<file path="config.mk">
export PLATFORM = sky130hd
export DESIGN_NAME = qos_wrr_scheduler
export DESIGN_NICKNAME = d
export VERILOG_FILES = /design/src/rtl/qos_wrr_scheduler.sv
export SDC_FILE = /design/constraint.sdc
export NUM_CORES = 1
export LEC_CHECK = 0
export ABC_AREA = 0
export CAP_MARGIN = 20
export CELL_PAD_IN_SITES_DETAIL_PLACEMENT = 0
export CELL_PAD_IN_SITES_GLOBAL_PLACEMENT = 1
export CORE_ASPECT_RATIO = 0.7
export CORE_MARGIN = 3
export CORE_UTILIZATION = 45
export DETAILED_ROUTE_END_ITERATION = 10
export DONT_BUFFER_PORTS = 1
export HOLD_SLACK_MARGIN = 0.05
export PLACE_DENSITY_LB_ADDON = 0.1
export SETUP_SLACK_MARGIN = 0.4
export SYNTH_ARGS = -nofsm -noshare
export SYNTH_HDL_FRONTEND = slang
export SYNTH_SLANG_ARGS = --single-unit
</file>
<file path="constraint.sdc">
create_clock -name clk -period 4.4 [get_ports clk]
set_clock_uncertainty 0.2 [all_clocks]
set_input_delay 0.66 -clock clk [delete_from_list [all_inputs] [get_ports clk]]
set_output_delay 0.66 -clock clk [all_outputs]
set_load 0.01 [all_outputs]
</file>
<file path="src/rtl/qos_wrr_scheduler.sv">
// Weighted round-robin pop scheduler for four QoS virtual-channel FIFOs.
// At most one eligible VC is popped per cycle. The popped word and its VC tag
// appear on the registered output stream one cycle later.
module qos_wrr_scheduler #(
  parameter int DATA_W   = 12,
  parameter int WEIGHT_W = 4
) (
  input  logic                clk,
  input  logic                reset,
  input  logic                init,
  input  logic [WEIGHT_W-1:0] weight0,
  input  logic [WEIGHT_W-1:0] weight1,
  input  logic [WEIGHT_W-1:0] weight2,
  input  logic [WEIGHT_W-1:0] weight3,
  input  logic [3:0]          vc_empty,
  input  logic [DATA_W-1:0]   vc_data0,
  input  logic [DATA_W-1:0]   vc_data1,
  input  logic [DATA_W-1:0]   vc_data2,
  input  logic [DATA_W-1:0]   vc_data3,
  input  logic                dest_pause,
  output logic [3:0]          pop_vc,
  output logic                out_valid,
  output logic [DATA_W-1:0]   out_data,
  output logic [1:0]          out_vc,
  output logic                active_out,
  output logic                idle_out,
  output logic [2:0]          state
);

  typedef enum logic [2:0] {
    ST_RESET  = 3'd0,
    ST_INIT   = 3'd1,
    ST_IDLE   = 3'd2,
    ST_ACTIVE = 3'd3
  } state_t;

  state_t              r_state;
  logic [WEIGHT_W-1:0] r_weight [4];
  logic [1:0]          r_cur;
  logic [WEIGHT_W-1:0] r_cnt;

  logic [3:0]          w_elig;
  logic [DATA_W-1:0]   w_vdata [4];
  logic                w_grant;
  logic [1:0]          w_gvc;
  logic [WEIGHT_W-1:0] w_cbase;
  logic [WEIGHT_W:0]   w_cnt_next;
  logic                w_burst_done;
  logic                w_do_pop;

  assign state      = r_state;
  assign active_out = (r_state == ST_ACTIVE);
  assign idle_out   = (r_state == ST_IDLE);

  // Eligibility per VC and head-word gather for the output mux.
  always_comb begin
    w_vdata[0] = vc_data0;
    w_vdata[1] = vc_data1;
    w_vdata[2] = vc_data2;
    w_vdata[3] = vc_data3;
    for (int i = 0; i < 4; i++) begin
      w_elig[i] = !vc_empty[i] && (r_weight[i] != '0);
    end
  end

  // Grant selection: stay on cur while eligible, else first eligible after cur.
  // Pops are suppressed in any cycle where reset or init will redirect the FSM.
  always_comb begin : sel
    logic [1:0] v_idx;
    v_idx   = r_cur;
    w_grant = 1'b0;
    w_gvc   = r_cur;
    w_cbase = r_cnt;
    if (w_elig[r_cur]) begin
      w_grant = 1'b1;
    end else begin
      for (int k = 1; k < 4; k++) begin
        v_idx = r_cur + 2'(k);
        if (!w_grant && w_elig[v_idx]) begin
          w_grant = 1'b1;
          w_gvc   = v_idx;
          w_cbase = '0;
        end
      end
    end
    w_do_pop     = (r_state == ST_ACTIVE) && !dest_pause && !reset && !init && w_grant;
    w_cnt_next   = {1'b0, w_cbase} + {{WEIGHT_W{1'b0}}, 1'b1};
    w_burst_done = (w_cnt_next == {1'b0, r_weight[w_gvc]});
    pop_vc       = w_do_pop ? (4'd1 << w_gvc) : 4'd0;
  end

  // FSM, weight latch, burst tracking and registered output stream.
  always_ff @(posedge clk) begin
    if (reset) begin
      r_state   <= ST_RESET;
      r_cur     <= '0;
      r_cnt     <= '0;
      out_valid <= 1'b0;
      out_data  <= '0;
      out_vc    <= '0;
      for (int i = 0; i < 4; i++) r_weight[i] <= '0;
    end else begin
      out_valid <= w_do_pop;
      if (w_do_pop) begin
        out_data <= w_vdata[w_gvc];
        out_vc   <= w_gvc;
      end
      if (r_state == ST_INIT) begin
        r_weight[0] <= weight0;
        r_weight[1] <= weight1;
        r_weight[2] <= weight2;
        r_weight[3] <= weight3;
      end
      if (r_state == ST_RESET) begin
        if (init) r_state <= ST_INIT;
      end else if (init) begin
        r_state <= ST_INIT;
        r_cur   <= '0;
        r_cnt   <= '0;
      end else begin
        case (r_state)
          ST_INIT: r_state <= ST_IDLE;
          ST_IDLE: begin
            if (!dest_pause && (w_elig != 4'd0)) r_state <= ST_ACTIVE;
          end
          ST_ACTIVE: begin
            if (!dest_pause) begin
              if (w_do_pop) begin
                if (w_burst_done) begin
                  r_cur <= w_gvc + 2'd1;
                  r_cnt <= '0;
                end else begin
                  r_cur <= w_gvc;
                  r_cnt <= w_cnt_next[WEIGHT_W-1:0];
                end
              end
              if (w_elig == 4'd0) r_state <= ST_IDLE;
            end
          end
          default: r_state <= ST_RESET;
        endcase
      end
    end
  end

endmodule

</file>
==> results of run 1 <==
sequential cells by signal, indices dropped and copies added (netlist names):
register	flops
out_vc	2
out_valid	1
out_data	12
r_cur	2
r_weight	16
r_cnt	4
state	2
path summary, 6_finish.rpt:
path	slack [ps]	end	cells past startpoint
max reg2reg	710	r_cnt[2]$_SDFFE_PP0P_	11
min reg2reg	280	r_cnt[0]$_SDFFE_PP0P_	2
max	640	pop_vc[3]	8
min	220	out_data[10]$_SDFFE_PP0P_	1
Yosys cell counts (all sizes together):
cell type and instances:
mux2i 3, inv 7, o211a 1, a2111o 1, nand3 46, dfxtp 23
edfxtp 16, or3 1, a221oi 1, a21oi 16, a2111oi 1, or4 5
nor2 10, a211oi 2, nand2b 3, o21a 4, nor3 10, a211o 1
xor2 2, o32ai 1, o31ai 3, and2 20, and3 5, a311oi 1
clkbuf 12, buf 6, o22ai 7, o21ai 11, ha 5, nor2b 7
conb 1, a32oi 3, o21bai 3, or2 3, nand2 75, o22a 1
nor4 5
metal layers:
metal | track usage | vias up | wire length, microns
met2 | 0.2851 | 93 | 2770
met3 | 0.06399 | 8 | 605
met5 | 0 | - | 0
li1 | - | 1130 | -
met4 | 0.04078 | 0 | 68
met1 | 0.3153 | 1080 | 3315
kinds of logic after synthesis:
family | synth area share
buf+inv | 0.04317
xor+xnor | 0.006949
other cells | 0.001487
flops | 0.3732
mux | 0.01191
simple gates | 0.3866
compound gates | 0.1519
fa+ha+maj | 0.02481
per-stage QoR:
step | cells | hold slack [ps] | setup WS [ps] | power, W | instance area, sq um
6_report | 392 | 223.3 | 641.6 | 0.0008902 | 2734
2_1_floorplan | 322 | 234.3 | 1094 | 0.0005409 | 2521
3_3_place_gp | 380 | 265.2 | 683.8 | 0.0005709 | 2559
3_5_place_dp | 380 | 270.9 | 677.6 | 0.0005724 | 2559
4_1_cts | 388 | 216.7 | 424.9 | 0.0008850 | 2675
5_1_grt | 392 | 207.1 | 454.2 | 0.0009438 | 2734
critical path, cell delays in order, from the launching register on:
cell	delay, ps
edfxtp_1	460
or4_4	590
a32oi_1	310
o22ai_2	270
nor2_8	190
inv_2	140
buf_4	240
ha_1	210
and2_1	180
layout make-up:
| type | count | area, sq um | area share |
|---|---|---|---|
| clock inverter | 3 | 47.55 | 0.01739 |
| timing repair buffer | 7 | 52.55 | 0.01922 |
| multi-input combinational | 259 | 1508 | 0.5515 |
| inverter | 7 | 26.28 | 0.009611 |
| tap | 72 | 90.09 | 0.03295 |
| clock buffer | 5 | 68.82 | 0.02517 |
| sequential | 39 | 940.9 | 0.3442 |
power by group:
group | switching [W] | internal [W] | leakage [nW]
clock | 0.000141 | 0.000172 | 0.0587
sequential | 0.0000134 | 0.000389 | 0.356
combinational | 0.000110 | 0.0000648 | 0.617
total | 0.000264 | 0.000626 | 1.03
what timing repair did:
action / 4_1_cts / 5_1_grt
resized for setup: 0 / 4
hold buffers: 0 / 0
setup endpoints to repair: 0 / 8
setup buffers: 0 / 3
==> summary.txt, run 1 <==
Clk Latency, worst-skew pair: 290 ps
H-tree levels: 2
reg2reg start: r_weight[2][1]$_SDFFCE_PN0P_
Synth Warn #: 0
drt pass-1 iters: 6
RSZ-0062 raised after global routing: no
proportion of layout cells with a drive suffix above 1: 0.1094
Cell variety after synth: 48
Final Wtd Congestion: 0.8669
worst-path fanout max: 18
max_slew headroom: 0.5331
via count: 2,311
Min-Delay Path Class: in2reg
Core Footprint: 0.005340 sq mm
pwr dens: 325.6 mW/mm^2
root buffer cell: clkbuf_8
Remaining Overflow, GRT: 0
first-pass GRT wire length: 10,380 microns
Num Clock Sinks: 39
FILL cells: 526
TNS Setup: 0 ps
P_leak: 1.032 nW
highest-count cells in the layout ignoring fill and taps: nand2_1, nand3_1, dfxtp_1
Final HPWL DP: 4936 microns
Worst EP required: 3540 ps
min cycle time layout: 3758 ps
I/O pin count: 96
syn_area_per_cell: 7.830 sq um
status: finished clean
WL/cell: 17.24 microns
top-area cell type share of the netlist area: 0.1906
Yosys top cell by area: edfxtp_1
Num CTS Buffers: 5
Final Setup Violations: 0
Worst Hold Launch: reset
Synth Cell Area: 0.002521 sq mm
Synth area leaders: edfxtp_1, dfxtp_1, nand2_1
FMAX: 266.1 MHz
Final Util: 0.5119
# port buffers: 0
# rows: 22
DRC: 0
most common cell after layout, fill and taps aside: nand2_1
Peak supply drop: 0.1763 mV
initial antenna violation count: 0
max cap viols: 0
GRT Total Usage: 0.2074
pin count of the biggest net entering global routing: 28
CTS tree: built
crit path DAT: 2900 ps
Critical Path End Type: output port
initial DRC count: 106
Reg clk slew, reported paths: 90 ps
Starting Density: 0.4721
final hold violation count: 0
Synth Instances: 322
vias per std cell: 5.895
Die Wd: 95.47 microns
register area share after synthesis: 0.3732
Die Y: 68.63 microns
Max Transition Viols Final: 0
maximum buffer depth of the clock tree: 2
Die Area: 0.006551 sq mm
critical path class: reg2out
P&R area growth vs syn: 8.437%
Mapped Nets: 399
period utilization: 0.8542
post-synthesis register bit count: 39
number of global-route vias before repair: 2,001
Detail Route Antenna Nets: 0
Slew @ Worst Pin: 697.8 ps
crit path launch type: flip-flop
DRT Wirelength: 6760 microns
final net count: 396
Worst Setup SP: r_weight[2][1]$_SDFFCE_PN0P_
Ant. Diodes: 0
(Power assumes the default switching activity.)
==> run 2: changes to the inputs <==
--- a/config.mk
+++ b/config.mk
@@ -17,6 +17,7 @@
 export HOLD_SLACK_MARGIN = 0.05
 export PLACE_DENSITY_LB_ADDON = 0.1
 export SETUP_SLACK_MARGIN = 0.4
+export SKIP_LAST_GASP = 1
 export SYNTH_ARGS = -nofsm -noshare
 export SYNTH_HDL_FRONTEND = slang
 export SYNTH_SLANG_ARGS = --single-unit
==> results of run 2 <==
No change in the layout: final DEF, timing and power equal those of run 1.
==> run 3: changes to the inputs <==
--- a/config.mk
+++ b/config.mk
@@ -16,6 +16,7 @@
 export DONT_BUFFER_PORTS = 1
 export HOLD_SLACK_MARGIN = 0.05
 export PLACE_DENSITY_LB_ADDON = 0.1
+export REMOVE_ABC_BUFFERS = 1
 export SETUP_SLACK_MARGIN = 0.4
 export SKIP_LAST_GASP = 1
 export SYNTH_ARGS = -nofsm -noshare
==> run 3 against run 2 <==
- fmax grew 0.76%
- sequential cell count unchanged
- global-route usage is 1.1 points lower
- power shrank 2.2%
- largest power group unchanged
- first-iteration DRC count shrank 1.9%
- non-clock buffer count shrank 1
- clock power down 3%
==> summary.txt, run 3 (same netlist as run 1, synthesis figures left out) <==
pwr dens: 322.4 mW/mm^2 (-0.98%)
Final Wtd Congestion: 0.8475 (-2.2%)
most common cell after layout, fill and taps aside: nand2_1
final hold violation count: 0 (unchanged)
FMAX: 268.1 MHz (+0.76%)
Die Wd: 95.47 microns (unchanged)
Clk Latency, worst-skew pair: 300 ps (about the same)
RSZ-0062 raised after global routing: no
maximum buffer depth of the clock tree: 2 (unchanged)
drt pass-1 iters: 4 (-2)
status: finished clean
met1 wire length: 2922 microns (-12%)
FILL cells: 537 (+2.1%)
largest register by flop count: r_weight
P&R area growth vs syn: 7.047%
proportion of layout cells with a drive suffix above 1: 0.09748 (-0.01189)
Critical Path End Type: flip-flop
Worst EP required: 4410 ps (+870 ps)
Die Y: 68.63 microns (unchanged)
Tot Pwr: 0.0008702 W (-2.2%)
min cycle time layout: 3730 ps (-28.52 ps)
number of global-route vias before repair: 1,928 (-3.6%)
period utilization: 0.8477 (-0.006483)
pin count of the biggest net entering global routing: 29 (+3.6%)
# rows: 22 (unchanged)
final net count: 394 (-0.51%)
Detail Route Antenna Nets: 0 (unchanged)
root buffer cell: clkbuf_8
placed insts: 382 (+0.53%)
Max Transition Viols Final: 0 (unchanged)
vias per std cell: 5.590 (-5.2%)
Num CTS Buffers: 5 (unchanged)
Reg clk slew, reported paths: 80 ps (about the same)
initial DRC count: 104 (-1.9%)
Slew @ Worst Pin: 696.6 ps (-1.195 ps)
TNS Setup: 0 ps (unchanged)
Core Footprint: 0.005340 sq mm (unchanged)
Min-Delay Path Class: in2reg
via count: 2,180 (-5.7%)
initial antenna violation count: 0 (unchanged)
first-pass GRT wire length: 9811 microns (-5.5%)
max cap viols: 0 (unchanged)
highest-count cells in the layout ignoring fill and taps: nand2_1, nand3_1, dfxtp_1
Largest register FFs: 16 (unchanged)
crit path launch type: flip-flop
Layout Cells excl Fill: 390 (-0.51%)
hold buffers post-CTS: 0 (unchanged)
WL/cell: 15.76 microns (-8.6%)
Die Area: 0.006551 sq mm (unchanged)
crit path DAT: 3740 ps (+840 ps)
routed wl met2: 2557 microns (-7.7%)
Largest regs: r_weight (16), out_data (12), r_cnt (4)
worst-path fanout max: 7 (-11)
Starting Density: 0.4721 (unchanged)
I/O pin count: 96 (unchanged)
H-tree levels: 2 (unchanged)
max_slew headroom: 0.5356 (+0.002514)
# port buffers: 0 (unchanged)
CTS tree: built
Remaining Overflow, GRT: 0 (unchanged)
# Post-CTS Setup Buffers: 0 (unchanged)
critical path class: reg2reg
DRC: 0 (unchanged)
Peak supply drop: 0.1284 mV (-27%)
GRT Total Usage: 0.1959 (-0.01143)
met3 WL: 622 microns (+2.8%)
Ant. Diodes: 0 (unchanged)
P_leak: 1.022 nW (-0.92%)
highest metal used: met4
Final Setup Violations: 0 (unchanged)
Num Clock Sinks: 39 (unchanged)
Final HPWL DP: 4733 microns (-4.1%)
DRT Wirelength: 6148 microns (-9.1%)
==> run 3: cell count changes in the layout (fill, tap and decap cells not counted), sizes merged <==
cell / change
nor2: -1
buf: -1
==> run 3: final cells by class <==
cell class	count	area, sq um	area share
multi-input cells	258	1480	0.5484
flip-flops and latches	39	940.9	0.3486
well taps	72	90.09	0.03338
clock buffers	5	68.82	0.02550
clock inverters	3	47.55	0.01762
repair buffers	6	45.04	0.01669
inverters	7	26.28	0.009736
==> run 3: report_power, final <==
part           total, W  switching, W  internal [W]
registers      0.000402     0.0000124      0.000389
logic          0.000163      0.000102     0.0000611
clock network  0.000305      0.000133      0.000172
total          0.000870      0.000248      0.000622
==> run 3: metrics by stage <==
stage,hold WS [ps],area [sq um],setup WS [ps],utilization
finish,224.1,2699,670.1,0.5054
global route,205.9,2699,415.2,0.5054
CTS,216.3,2690,700.5,0.5037
detailed placement,280.3,2574,699.9,0.4820
global placement,269.5,2574,825.4,0.4820
floorplan,234.3,2439,1036,-
==> run 3: what timing repair did <==
item | CTS | global route
endpoints found under the setup margin | 0 | 6
resized for setup | 0 | 1
endpoints found under the hold margin | 0 | 0
==> run 3: critical path: stages, from the launching register on <==
cell and delay [ps]:
edfxtp_1 460, or4_4 590, and3_1 190, a2111o_1 370, nor3_4 240, nor2b_1 150, ha_1 270, o21a_1 130
o211a_1 220, nor3_1 400, nor3_1 180, o31ai_1 250
==> run 3: worst paths after layout <==
check / from / to / slack, ps / cells past startpoint
hold reg to reg: r_cnt[1]$_SDFFE_PP0P_ / r_cnt[1]$_SDFFE_PP0P_ / 290 / 2
hold / removal: reset / out_vc[1]$_SDFFE_PP0P_ / 220 / 1
setup reg to reg: r_weight[2][1]$_SDFFCE_PN0P_ / r_cnt[2]$_SDFFE_PP0P_ / 670 / 11
setup / recovery: r_weight[2][1]$_SDFFCE_PN0P_ / r_cnt[2]$_SDFFE_PP0P_ / 670 / 11
==> run 3: layer usage <==
layer	GRT usage	up-vias
met5	0	-
met4	0.04255	0
met3	0.05965	7
met2	0.2772	85
met1	0.2914	958
li1	-	1130
